[src/rtl/wrr_arbiter.sv]
// wrr_arbiter
//   Weighted round-robin arbiter with a registered one-hot grant and burst hold.
//   Whoever wins keeps the grant for up to weight[i] beats. A weight of 0 is
//   treated as 1. The arbiter picks again only when a burst ends. The search
//   starts at the requester after the last owner.
//
//   Optional feature macro: WRR_LOCK_EN. When it is defined, the lock input
//   exists. While lock and req[owner] are both high, the current burst is held.
//
// Ports
//   clk        clock, all state on posedge
//   rst        asynchronous active-high reset
//   req        request vector, level sensitive, bit i = requester i
//   weight     per-requester weight, field i = weight[i*WEIGHT_W +: WEIGHT_W]
//   lock       hold current grant (WRR_LOCK_EN only)
//   gnt        registered one-hot grant, all zero when idle
//   gnt_id     binary index of the grant owner, 0 when idle
//   gnt_valid  |gnt
//
// state | meaning
// IDLE  | no grant outstanding
// GRANT | gnt_id owns the resource, cnt = beats left after the current one
module wrr_arbiter #(
    parameter int NUM_REQ  = 4,
    parameter int WEIGHT_W = 4
) (
    input  logic                          clk,
    input  logic                          rst,
    input  logic [NUM_REQ-1:0]            req,
    input  logic [NUM_REQ*WEIGHT_W-1:0]   weight,
`ifdef WRR_LOCK_EN
    input  logic                          lock,
`endif
    output logic [NUM_REQ-1:0]            gnt,
    output logic [$clog2(NUM_REQ)-1:0]    gnt_id,
    output logic                          gnt_valid
);

    localparam int ID_W = $clog2(NUM_REQ);

    typedef enum logic {IDLE = 1'b0, GRANT = 1'b1} state_t;

    state_t              state, state_n;
    logic [NUM_REQ-1:0]  gnt_n;
    logic [ID_W-1:0]     id_n;
    logic [ID_W-1:0]     ptr, ptr_n;
    logic [WEIGHT_W-1:0] cnt, cnt_n;

    logic                lock_eff;
    logic                burst_end;
    logic [ID_W-1:0]     nxt_ptr;
    logic [ID_W-1:0]     arb_ptr;
    logic [ID_W-1:0]     win;
    logic                win_found;
    logic [WEIGHT_W-1:0] w_sel;
    logic [WEIGHT_W-1:0] w_load;

    always_ff @(posedge clk or posedge rst) begin
        if (rst) begin
            state  <= IDLE;
            gnt    <= '0;
            gnt_id <= '0;
            ptr    <= '0;
            cnt    <= '0;
        end else begin
            state  <= state_n;
            gnt    <= gnt_n;
            gnt_id <= id_n;
            ptr    <= ptr_n;
            cnt    <= cnt_n;
        end
    end

    assign gnt_valid = |gnt;

    always_comb begin
        state_n   = state;
        gnt_n     = gnt;
        id_n      = gnt_id;
        ptr_n     = ptr;
        cnt_n     = cnt;
        win       = '0;
        win_found = 1'b0;

`ifdef WRR_LOCK_EN
        lock_eff = lock;
`else
        lock_eff = 1'b0;
`endif

        // A burst always ends when the owner drops its request, even while locked.
        burst_end = !req[gnt_id] || ((cnt == '0) && !lock_eff);
        nxt_ptr   = (gnt_id == ID_W'(NUM_REQ - 1)) ? '0 : gnt_id + 1'b1;

        // At a burst end, ptr moves on in this same cycle. The search therefore
        // uses the next pointer directly, so back-to-back grants have no bubble.
        arb_ptr = (state == GRANT) ? nxt_ptr : ptr;

        // Both loops run high to low, so the lowest matching index wins.
        // The masked pass overrides the unmasked one.
        for (int i = NUM_REQ - 1; i >= 0; i--) begin
            if (req[i]) begin
                win       = ID_W'(i);
                win_found = 1'b1;
            end
        end
        for (int i = NUM_REQ - 1; i >= 0; i--) begin
            if (req[i] && (ID_W'(i) >= arb_ptr)) begin
                win = ID_W'(i);
            end
        end

        w_sel  = weight[int'(win)*WEIGHT_W +: WEIGHT_W];
        w_load = (w_sel == '0) ? '0 : w_sel - 1'b1;

        case (state)
            IDLE: begin
                if (win_found) begin
                    state_n = GRANT;
                    gnt_n   = NUM_REQ'(1) << win;
                    id_n    = win;
                    cnt_n   = w_load;
                end
            end
            GRANT: begin
                if (burst_end) begin
                    ptr_n = nxt_ptr;
                    if (win_found) begin
                        gnt_n = NUM_REQ'(1) << win;
                        id_n  = win;
                        cnt_n = w_load;
                    end else begin
                        state_n = IDLE;
                        gnt_n   = '0;
                        id_n    = '0;
                        cnt_n   = '0;
                    end
                end else if (!lock_eff) begin
                    cnt_n = cnt - 1'b1;
                end
            end
            default: begin
                state_n = IDLE;
                gnt_n   = '0;
                id_n    = '0;
            end
        endcase
    end

endmodule

[config.mk]
export PLATFORM = sky130hd
export DESIGN_NAME = wrr_arbiter
export DESIGN_NICKNAME = d
export VERILOG_FILES = /design/src/rtl/wrr_arbiter.sv
export SDC_FILE = /design/constraint.sdc
export NUM_CORES = 1
export LEC_CHECK = 0
export CORE_MARGIN = 2
export CORE_UTILIZATION = 25
export DETAILED_ROUTE_END_ITERATION = 8
export PLACE_DENSITY = 0.48
export SYNTH_ARGS = -nofsm -noshare
export SYNTH_HDL_FRONTEND = slang
export SYNTH_SLANG_ARGS = --single-unit
export TNS_END_PERCENT = 30
[constraint.sdc]
create_clock -name clk -period 3.3 [get_ports clk]
set_clock_uncertainty 0.05 [all_clocks]
set_input_delay 0.825 -clock clk [delete_from_list [all_inputs] [get_ports clk]]
set_output_delay 0.825 -clock clk [all_outputs]
set_load 0.01 [all_outputs]
==> results of run 1 <==
## kinds of logic (layout without fill, tap and decap cells)
group | count (synthesis) | in the layout
buf+inv | 10 | 46
simple gates | 40 | 40
flops | 13 | 13
fa+ha+maj | 2 | 2
mux | 11 | 11
compound gates | 32 | 32
## stage by stage
| stage | setup WS (ns) | TNS [ns] | cells | utilization (%) |
|---|---|---|---|---|
| after floorplan | 0.453 | 0 | 108 | - |
| after global placement | 0.0543 | 0 | 188 | 36.4 |
| after detailed placement | -0.00532 | -0.00978 | 188 | 36.4 |
| after CTS | 0.252 | 0 | 192 | 37.6 |
| after global routing | 0.0288 | 0 | 192 | 37.6 |
| final | 0.248 | 0 | 192 | 37.6 |
## layout by cell type (no fill, tap or decap), drive strengths merged, types with 3 or more instances in the layout
| cell | Yosys | final |
|---|---|---|
| and2 | 4 | 4 |
| and4 | 3 | 3 |
| buf | 2 | 7 |
| clkbuf | 1 | 4 |
| clkdlybuf4s50 | 0 | 28 |
| dfrtp | 13 | 13 |
| inv | 7 | 7 |
| mux2 | 5 | 5 |
| mux2i | 5 | 5 |
| nand2 | 15 | 15 |
| nor2 | 5 | 5 |
| o21ai | 8 | 8 |
| o31ai | 5 | 5 |
## cell type report
type	count	area (sq um)	area share, %
inverter	7	26.3	1.87
sequential	13	325	23.1
timing repair buffer	35	333	23.6
clock buffer	4	45.0	3.20
tap	48	60.1	4.27
multi-input combinational	85	618	43.9
## flip-flops by register name, indices dropped and copies added, names as in the netlist
| name | count |
|---|---|
| cnt | 4 |
| gnt | 4 |
| gnt_id | 2 |
| ptr | 2 |
| state | 1 |
## where the power goes
part	leakage (nW)	switching, W	internal, W	total, W
Sequential	0.158	0.0000641	0.000235	0.000299
Clock	0.0228	0.0000557	0.0000853	0.000141
Combinational	0.418	0.000452	0.000447	0.000899
Total	0.599	0.000572	0.000767	0.00134
## per-layer routing
metal | GRT usage [%] | vias to the layer above | part of all wire, % | routed length (um)
li1 | - | 489 | - | -
met1 | 15.5 | 462 | 47 | 1160
met2 | 20.9 | 23 | 48 | 1170
met3 | 1.01 | 5 | 2.6 | 64
met4 | 6.12 | 0 | 2.2 | 53
met5 | 0 | - | 0 | 0
## worst paths after layout
check / slack, ns / end / cells after the start / startpoint
min in group asynchronous: 0.86 / cnt[2] / 2 / rst
setup reg to reg: 0.36 / cnt[3] / 9 / gnt_id[0]
hold / removal: 0.45 / gnt[1] / 2 / gnt[1]
max in group asynchronous: 2.01 / cnt[3] / 2 / rst
hold reg to reg: 0.45 / gnt[1] / 2 / gnt[1]
setup / recovery: 0.25 / cnt[2] / 8 / req[3]
## worst reg2reg max path, stage by stage, from the launching register on
cell,delay (ns)
dfrtp_1,0.44
ha_1,0.24
or3b_4,0.43
and2_1,0.17
o211ai_1,0.38
and2_1,0.25
buf_4,0.16
mux2_2,0.36
a211oi_1,0.27
a211o_1,0.13
==> reports/results.ini, run 1 <==
[status]
status=finished, final reports clean

[critical_path]
end_kind=flop
required_ns=3.37
slowest_stage=clkdlybuf4s50_1
worstPathArrival_ns=3.13
cp_top_family=compound AO/OA/AOI/OAI gates
start_kind=input port
slowest_delay_ns=0.42
crit_chain=clkdlybuf4s50_1 > nor2_1 > a2bb2oi_1 > nand3_2 > a221o_1 > a22oi_1 > nor3_1 > or3_1
crit_type=input port to flop
crit_buf_inv=1
critical_path_peak_fanout=9

[floorplan]
die_h_um=66.9
floorplan.initialDensity_pct=26.4
die_x_um=66.9
num_io_pins=29
die_area_sq_um=4480
fp.coreArea_sq_um=3740
fp-row-count=22

[sta]
finalHoldViolCount=0
maxSlewHeadroom_pct=63.8
setup_violations=0
fin_crit_sh_pct=92.5
worst_pin_slew_ns=0.529
drv_slew=0
fin_crit_ns=3.05
whs_ns=0.450
fmax_ghz=0.328
grt_setup_unrepaired=no

[yosys]
synth_edf_count=0
synthSimpleGateAreaFrac_pct=22.5
post-synth-top-count-cell=nand2_1
synthTopCellsByCount=nand2_1, dfrtp_1, o21ai_0, inv_1
synth.avg_cell_area_sq_um=9.16
yosys_warnings=0
postSynthRegisterBits=13
synthAdderAreaFrac_pct=2.53
synth_area_leaders=dfrtp_1, nand2_1, mux2i_1
synth_top_family_by_area=compound AO/OA/AOI/OAI gates
syn_nets=132
async_flop_share_pct=100
synth.largest_area_cell=dfrtp_1
synth_top_area_share_pct=32.9
synthMuxAreaShare_pct=13.4
synth_xor_area_share_pct=0
synth-compound-area-share_pct=24.0
synthDistinctLibCells=41
synth_flop_cell=dfrtp_1
yosysSeqAreaShare_pct=32.9
synth_area_sq_um=990
synthCells=108

[clock_tree]
clock-sinks=13
postCtsSetupBuffers=0
clk_pin_slew_ns=0.05
htreeDepth=1
clockBufferDepth=2
cts_tree=built
ctsHoldBuffers=0
clockRootBuffer=clkbuf_8
clk_latency_ns=0.24
cts_made_buffers=3
post_cts_resized=0

[detailed_routing]
first_pass_iters=4
route.antenna.remaining_nets=0
drt_iter0_drc=20
dr_total_vias=979
wl_um=2450
vias_per_cell=5.10
post_drt_wl_per_cell_um=12.8
drcViolationCount=0

[flow_run]
maxCapViolations=0

[grt]
grt_overflow_total=0
grt_pass1_vias=903
antenna_found_initial=0
grt_pass1_wl_um=4210
grt.total_usage_pct=12.3
grt_max_degree=14

[placement]
post-dp-hpwl_um=2050
routabilityCongestion=0.851
place_area_sq_um=1360
port_buffers=28

[power_and_ir_drop]
power_density_nw_per_um2=951
ir_drop_uv=226
p_leak_nw=0.599
power_w=0.00134

[cells_and_area]
n_antenna_cell=0
final_cell_area_sq_um=1410
fill_cells=386
drive_gt1_share_pct=14.6
synthToLayoutAreaGrowth_pct=42.2
nets=169

[hold_path]
hold_class=flop to flop

(Power assumes the default switching activity.)
==> inputs of run 2 (changes only) <==
CELL_PAD_IN_SITES_DETAIL_PLACEMENT = 1   (was unset)
CELL_PAD_IN_SITES_GLOBAL_PLACEMENT = 2   (was unset)
GPL_TIMING_DRIVEN = 1   (was unset)
PLACE_DENSITY = 0.73   (was 0.48)
==> run 2 against run 1 <==
Critical path type unchanged. Via count shrank 0.41%. Fmax fell by 0.21%. Sequential power about the same. Global-route usage grew 1.9 points. Critical endpoint is now cnt[3]. Utilization up 0.30 points. Clock power is essentially flat.
==> reports/results.ini, run 2 (same netlist as run 1, synthesis figures left out) <==
[placement]
port_buffers=28  ; unchanged
pre_cts_ws_ns=-0.0537  ; was -0.00532 ns
routabilityCongestion=0.778  ; was 0.851
post-dp-hpwl_um=2360  ; was 2050 um
dp.cells=189  ; was 188

[critical_path]
required_ns=3.38  ; was 3.37 ns
critical_path_peak_fanout=9  ; unchanged
crit_type=input port to flop  ; unchanged
worstPathArrival_ns=3.14  ; was 3.13 ns
start_kind=input port  ; unchanged
end_kind=flop  ; unchanged

[detailed_routing]
drcViolationCount=0  ; unchanged
drt_iter0_drc=42  ; was 20
post_drt_wl_per_cell_um=14.6  ; was 12.8 um
wl_um=2810  ; was 2450 um
first_pass_iters=5  ; was 4
vias_per_cell=5.05  ; was 5.10
route.antenna.remaining_nets=0  ; unchanged
dr_total_vias=975  ; was 979

[sta]
layout_setup_ws_ns=0.241  ; was 0.248 ns
fin_crit_ns=3.06  ; was 3.05 ns
finalHoldViolCount=0  ; unchanged
fmax_ghz=0.327  ; was 0.328 GHz
worst_pin_slew_ns=0.682  ; was 0.529 ns
fin_crit_sh_pct=92.7  ; was 92.5%
setup_violations=0  ; unchanged
drv_slew=0  ; unchanged
maxSlewHeadroom_pct=54.1  ; was 63.8%
grt_setup_unrepaired=no  ; unchanged

[hold_path]
hold_class=flop to flop  ; unchanged

[floorplan]
die_x_um=66.9  ; unchanged
die_h_um=66.9  ; unchanged
fp.coreArea_sq_um=3740  ; unchanged
num_io_pins=29  ; unchanged
die_area_sq_um=4480  ; unchanged
floorplan.initialDensity_pct=26.4  ; unchanged
fp-row-count=22  ; unchanged

[power_and_ir_drop]
pwr-share-clk_pct=10.3  ; was 10.5%
pwr-share-comb_pct=68.0  ; was 67.1%
power_density_nw_per_um2=963  ; was 951 nW/um^2
p_sw_share_pct=43.4  ; was 42.7%
p_leak_nw=0.604  ; was 0.599 nW
switchingPower_w=0.000593  ; was 0.000572 W
ir_drop_uv=361  ; was 226 uV
power.internal_w=0.000773  ; was 0.000767 W
pwr-share-seq_pct=21.6  ; was 22.3%

[clock_tree]
ctsHoldBuffers=0  ; unchanged
clock-sinks=13  ; unchanged
clockRootBuffer=clkbuf_8  ; unchanged
clk_pin_slew_ns=0.06  ; was 0.05 ns
cts_made_buffers=3  ; unchanged
clk_latency_ns=0.24  ; about the same
clockBufferDepth=2  ; unchanged
cts_tree=built  ; unchanged
htreeDepth=1  ; unchanged

[grt]
grt_pass1_wl_um=4820  ; was 4210 um
grt.total_usage_pct=14.2  ; was 12.3%
grt_max_degree=14  ; unchanged
grt_pass1_vias=1013  ; was 903
antenna_found_initial=0  ; unchanged
grt_overflow_total=0  ; unchanged

[cells_and_area]
utilization_pct=37.9  ; was 37.6%
n_antenna_cell=0  ; unchanged
fill_cells=454  ; was 386
mostFrequentLayoutCell=clkdlybuf4s50_1  ; unchanged
layout_common_cells=clkdlybuf4s50_1, nand2_1, dfrtp_1  ; unchanged
synthToLayoutAreaGrowth_pct=43.4  ; was 42.2%
drive_gt1_share_pct=15.9  ; was 14.6%
fin_cells=193  ; was 192
top_regs=cnt (4), gnt (4)  ; unchanged
nets=170  ; was 169

[status]
status=finished, final reports clean  ; unchanged

[flow_run]
maxCapViolations=0  ; unchanged

run 2: changes by cell type in the layout (fill, tap and decap cells not counted):
| cell | before | now |
|---|---|---|
| a2111oi_0 | 1 | 0 |
| a2111oi_1 | 0 | 1 |
| buf_4 | 7 | 8 |
| nor2_1 | 5 | 4 |
| nor2_2 | 0 | 1 |
run 2: through the flow:
step | hold WS [ns] | TNS (ns) | power [W] | area [sq um]
after floorplan | 0.427 | 0 | 0.000930 | 990
after global placement | 0.439 | 0 | 0.00120 | 1370
after detailed placement | 0.446 | -0.0949 | 0.00123 | 1370
after CTS | 0.458 | 0 | 0.00137 | 1420
after global routing | 0.490 | 0 | 0.00151 | 1420
final | 0.450 | 0 | 0.00137 | 1420
run 2: path summary, 6_finish.rpt:
kind                       cells after the start  startpoint  slack, ns     end
setup / recovery                               8      req[2]       0.24  cnt[3]
hold / removal                                 2      gnt[0]       0.45  gnt[0]
setup reg to reg                               8   gnt_id[1]       0.36  cnt[2]
hold reg to reg                                2      gnt[0]       0.45  gnt[0]
max in group asynchronous                      2         rst       1.99  cnt[1]
min in group asynchronous                      2         rst       0.87  cnt[3]
run 2: cell type report:
class	count	area (sq um)	share of cell area (%)
multi-input combinational	85	622	43.8
clock buffer	4	45.0	3.17
tap	48	60.1	4.23
sequential	13	325	22.9
inverter	7	26.3	1.85
timing repair buffer	36	340	24.0
run 2: power by group through the flow:
stage,sequential (W),clock [W],combinational [W]
finish,0.000296,0.000141,0.000929
detailed placement,0.000299,0,0.000927
global placement,0.000295,0,0.000907
floorplan,0.000299,0,0.000631
CTS,0.000296,0.000145,0.000930
global route,0.000308,0.000154,0.00104
run 2: layer usage:
layer	vias to the layer above	routed length, um	GRT usage [%]
li1	490	-	-
met2	22	1310	23.4
met1	463	1420	19.9
met5	-	0	0
met4	0	0	3.06
met3	0	86	1.52
run 2: critical path: stages:
cell             delay [ns]
clkdlybuf4s50_1        0.48
nor2_2                 0.22
a2bb2oi_1              0.28
nand3_2                0.24
a221o_1                0.37
a22oi_1                0.30
a211oi_1               0.16
a211o_1                0.24
run 2: timing repair:
item / 4_1_cts / 5_1_grt
buffers inserted: 0 / 0
hold endpoints to repair: 0 / 0
setup endpoints to repair: 0 / 2
resized for setup: 0 / 2
==> inputs of run 3 (changes only) <==
CTS_CLUSTER_DIAMETER = 150   (was unset)
PLACE_DENSITY = 0.79   (was 0.73)
==> run 3 against run 2 <==
Power decreased by 3.4%. Fmax grew 0.79%. Critical path depth grew 1. Setup slack gained 0.024 ns. Utilization is 0.50 points lower.
==> reports/results.ini, run 3 (same netlist as run 1, synthesis figures left out) <==
[status]
status=finished, final reports clean  ; unchanged

[floorplan]
die_h_um=66.9  ; unchanged
fp.coreArea_sq_um=3740  ; unchanged
die_x_um=66.9  ; unchanged
num_io_pins=29  ; unchanged
fp-row-count=22  ; unchanged
floorplan.initialDensity_pct=26.4  ; unchanged
die_area_sq_um=4480  ; unchanged

[critical_path]
end_kind=flop  ; unchanged
regToRegSetupSlack_ns=0.27  ; was 0.36 ns
path_common_cell=and2_1
crit_chain=ha_1 > or3b_4 > and2_1 > a32oi_1 > and2_1 > buf_4 > mux2_2 > a211oi_1 > a211o_1  ; was clkdlybuf4s50_1 > nor2_2 > a2bb2oi_1 > nand3_2 > a221o_1 > a22oi_1 > a211oi_1 > a211o_1
crit_type=flop to flop  ; was input port to flop
r2r-start=gnt_id[0]  ; was gnt_id[1]
r2r.worst_path.cells=9  ; was 8
crit_buf_inv=1  ; unchanged
slowest_delay_ns=0.45  ; was 0.48 ns
slowest_stage=dfrtp_1  ; was clkdlybuf4s50_1
critical_path_peak_fanout=6  ; was 9
timing.rr.end=cnt[3]  ; was cnt[2]
worst-path-stages=9  ; was 8
cp_top_family=compound AO/OA/AOI/OAI gates  ; unchanged
start_kind=flop  ; was input port
worstPathArrival_ns=3.17  ; was 3.14 ns
required_ns=3.43  ; was 3.38 ns

[sta]
drv_slew=0  ; unchanged
fin_crit_ns=3.03  ; was 3.06 ns
fmax_ghz=0.330  ; was 0.327 GHz
worst_pin_slew_ns=0.658  ; was 0.682 ns
maxSlewHeadroom_pct=55.7  ; was 54.1%
fin_crit_sh_pct=92.0  ; was 92.7%
setup_violations=0  ; unchanged
whs_ns=0.456  ; was 0.450 ns
grt_setup_unrepaired=no  ; unchanged
tns_ns=0  ; unchanged
finalHoldViolCount=0  ; unchanged

[flow_run]
maxCapViolations=0  ; unchanged

[placement]
routabilityCongestion=0.821  ; was 0.778
port_buffers=28  ; unchanged
post-dp-hpwl_um=2260  ; was 2360 um

[power_and_ir_drop]
power_density_nw_per_um2=942  ; was 963 nW/um^2
ir_drop_uv=282  ; was 361 uV
p_leak_nw=0.595  ; was 0.604 nW
power_w=0.00132  ; was 0.00137 W

[clock_tree]
clockRootBuffer=clkbuf_8  ; unchanged
cts_made_buffers=3  ; unchanged
clk_latency_ns=0.24  ; about the same
cts_tree=built  ; unchanged
ctsHoldBuffers=0  ; unchanged
clk_pin_slew_ns=0.05  ; was 0.06 ns
post_cts_resized=0  ; unchanged
htreeDepth=1  ; unchanged
clockBufferDepth=2  ; unchanged
postCtsSetupBuffers=0  ; unchanged
clock-sinks=13  ; unchanged

[detailed_routing]
wl_um=2680  ; was 2810 um
drcViolationCount=0  ; unchanged
drt_iter0_drc=22  ; was 42
first_pass_iters=4  ; was 5
vias_per_cell=5.19  ; was 5.05
post_drt_wl_per_cell_um=14.0  ; was 14.6 um
route.antenna.remaining_nets=0  ; unchanged
dr_total_vias=992  ; was 975

[grt]
grt_pass1_wl_um=4600  ; was 4820 um
grt_overflow_total=0  ; unchanged
antenna_found_initial=0  ; unchanged
grt_pass1_vias=1015  ; was 1013
grt.total_usage_pct=13.7  ; was 14.2%
grt_max_degree=14  ; unchanged

[hold_path]
hold_class=flop to flop  ; unchanged
hold_start=gnt[2]  ; was gnt[0]
min_to=gnt[2]  ; was gnt[0]
whs_path_depth=2  ; unchanged

[cells_and_area]
top_regs=cnt (4), gnt (4)  ; unchanged
drive_gt1_share_pct=14.0  ; was 15.9%
fill_cells=468  ; was 454
synthToLayoutAreaGrowth_pct=41.5  ; was 43.4%
mostFrequentLayoutCell=clkdlybuf4s50_1  ; unchanged
n_antenna_cell=0  ; unchanged
layout_common_cells=clkdlybuf4s50_1, nand2_1, dfrtp_1  ; unchanged
utilization_pct=37.4  ; was 37.9%
nets=168  ; was 170

run 3: cell types whose count changed in the layout (fill, tap and decap cells not counted), sizes merged:
| cell | previous run | this run |
|---|---|---|
| buf | 8 | 6 |
run 3: worst max-delay path by stage:
stage                   start     end  slack (ns)
floorplan           gnt_id[0]  cnt[2]        0.45
global route           req[2]  cnt[2]        0.07
global placement       req[3]  cnt[3]        0.09
finish              gnt_id[0]  cnt[3]        0.27
detailed placement     req[3]  cnt[3]       0.002
CTS                 gnt_id[0]  cnt[3]        0.24
run 3: stage by stage:
step | worst slack (ns) | cells | instance area, sq um
4_1_cts | 0.242 | 191 | 1400
5_1_grt | 0.0735 | 191 | 1400
3_5_place_dp | 0.00156 | 187 | 1360
3_3_place_gp | 0.0905 | 187 | 1360
2_1_floorplan | 0.453 | 108 | 990
6_report | 0.265 | 191 | 1400
run 3: report_power, final:
part / switching (W) / internal [W]
Sequential: 0.0000657 / 0.000235
Combinational: 0.000445 / 0.000432
Clock: 0.0000564 / 0.0000853
run 3: final cells by class:
type	count	area (sq um)	area share, %
multi-input combinational	85	618	44.1
clock buffer	4	45.0	3.22
tap	48	60.1	4.29
inverter	7	26.3	1.88
sequential	13	325	23.2
timing repair buffer	34	325	23.2
run 3: metal layers:
metal / track usage (%) / vias up / share of wire [%]
met1: 17.1 / 487 / 44
met5: 0 / - / 0
met3: 1.01 / 4 / 2.5
li1: - / 482 / -
met2: 23.5 / 19 / 51
met4: 6.89 / 0 / 2.3
run 3: tightest hold or removal path, stage by stage, from the launching register on:
cell     delay (ns)
dfrtp_1        0.35
nand2_1        0.05
o21ai_0        0.06
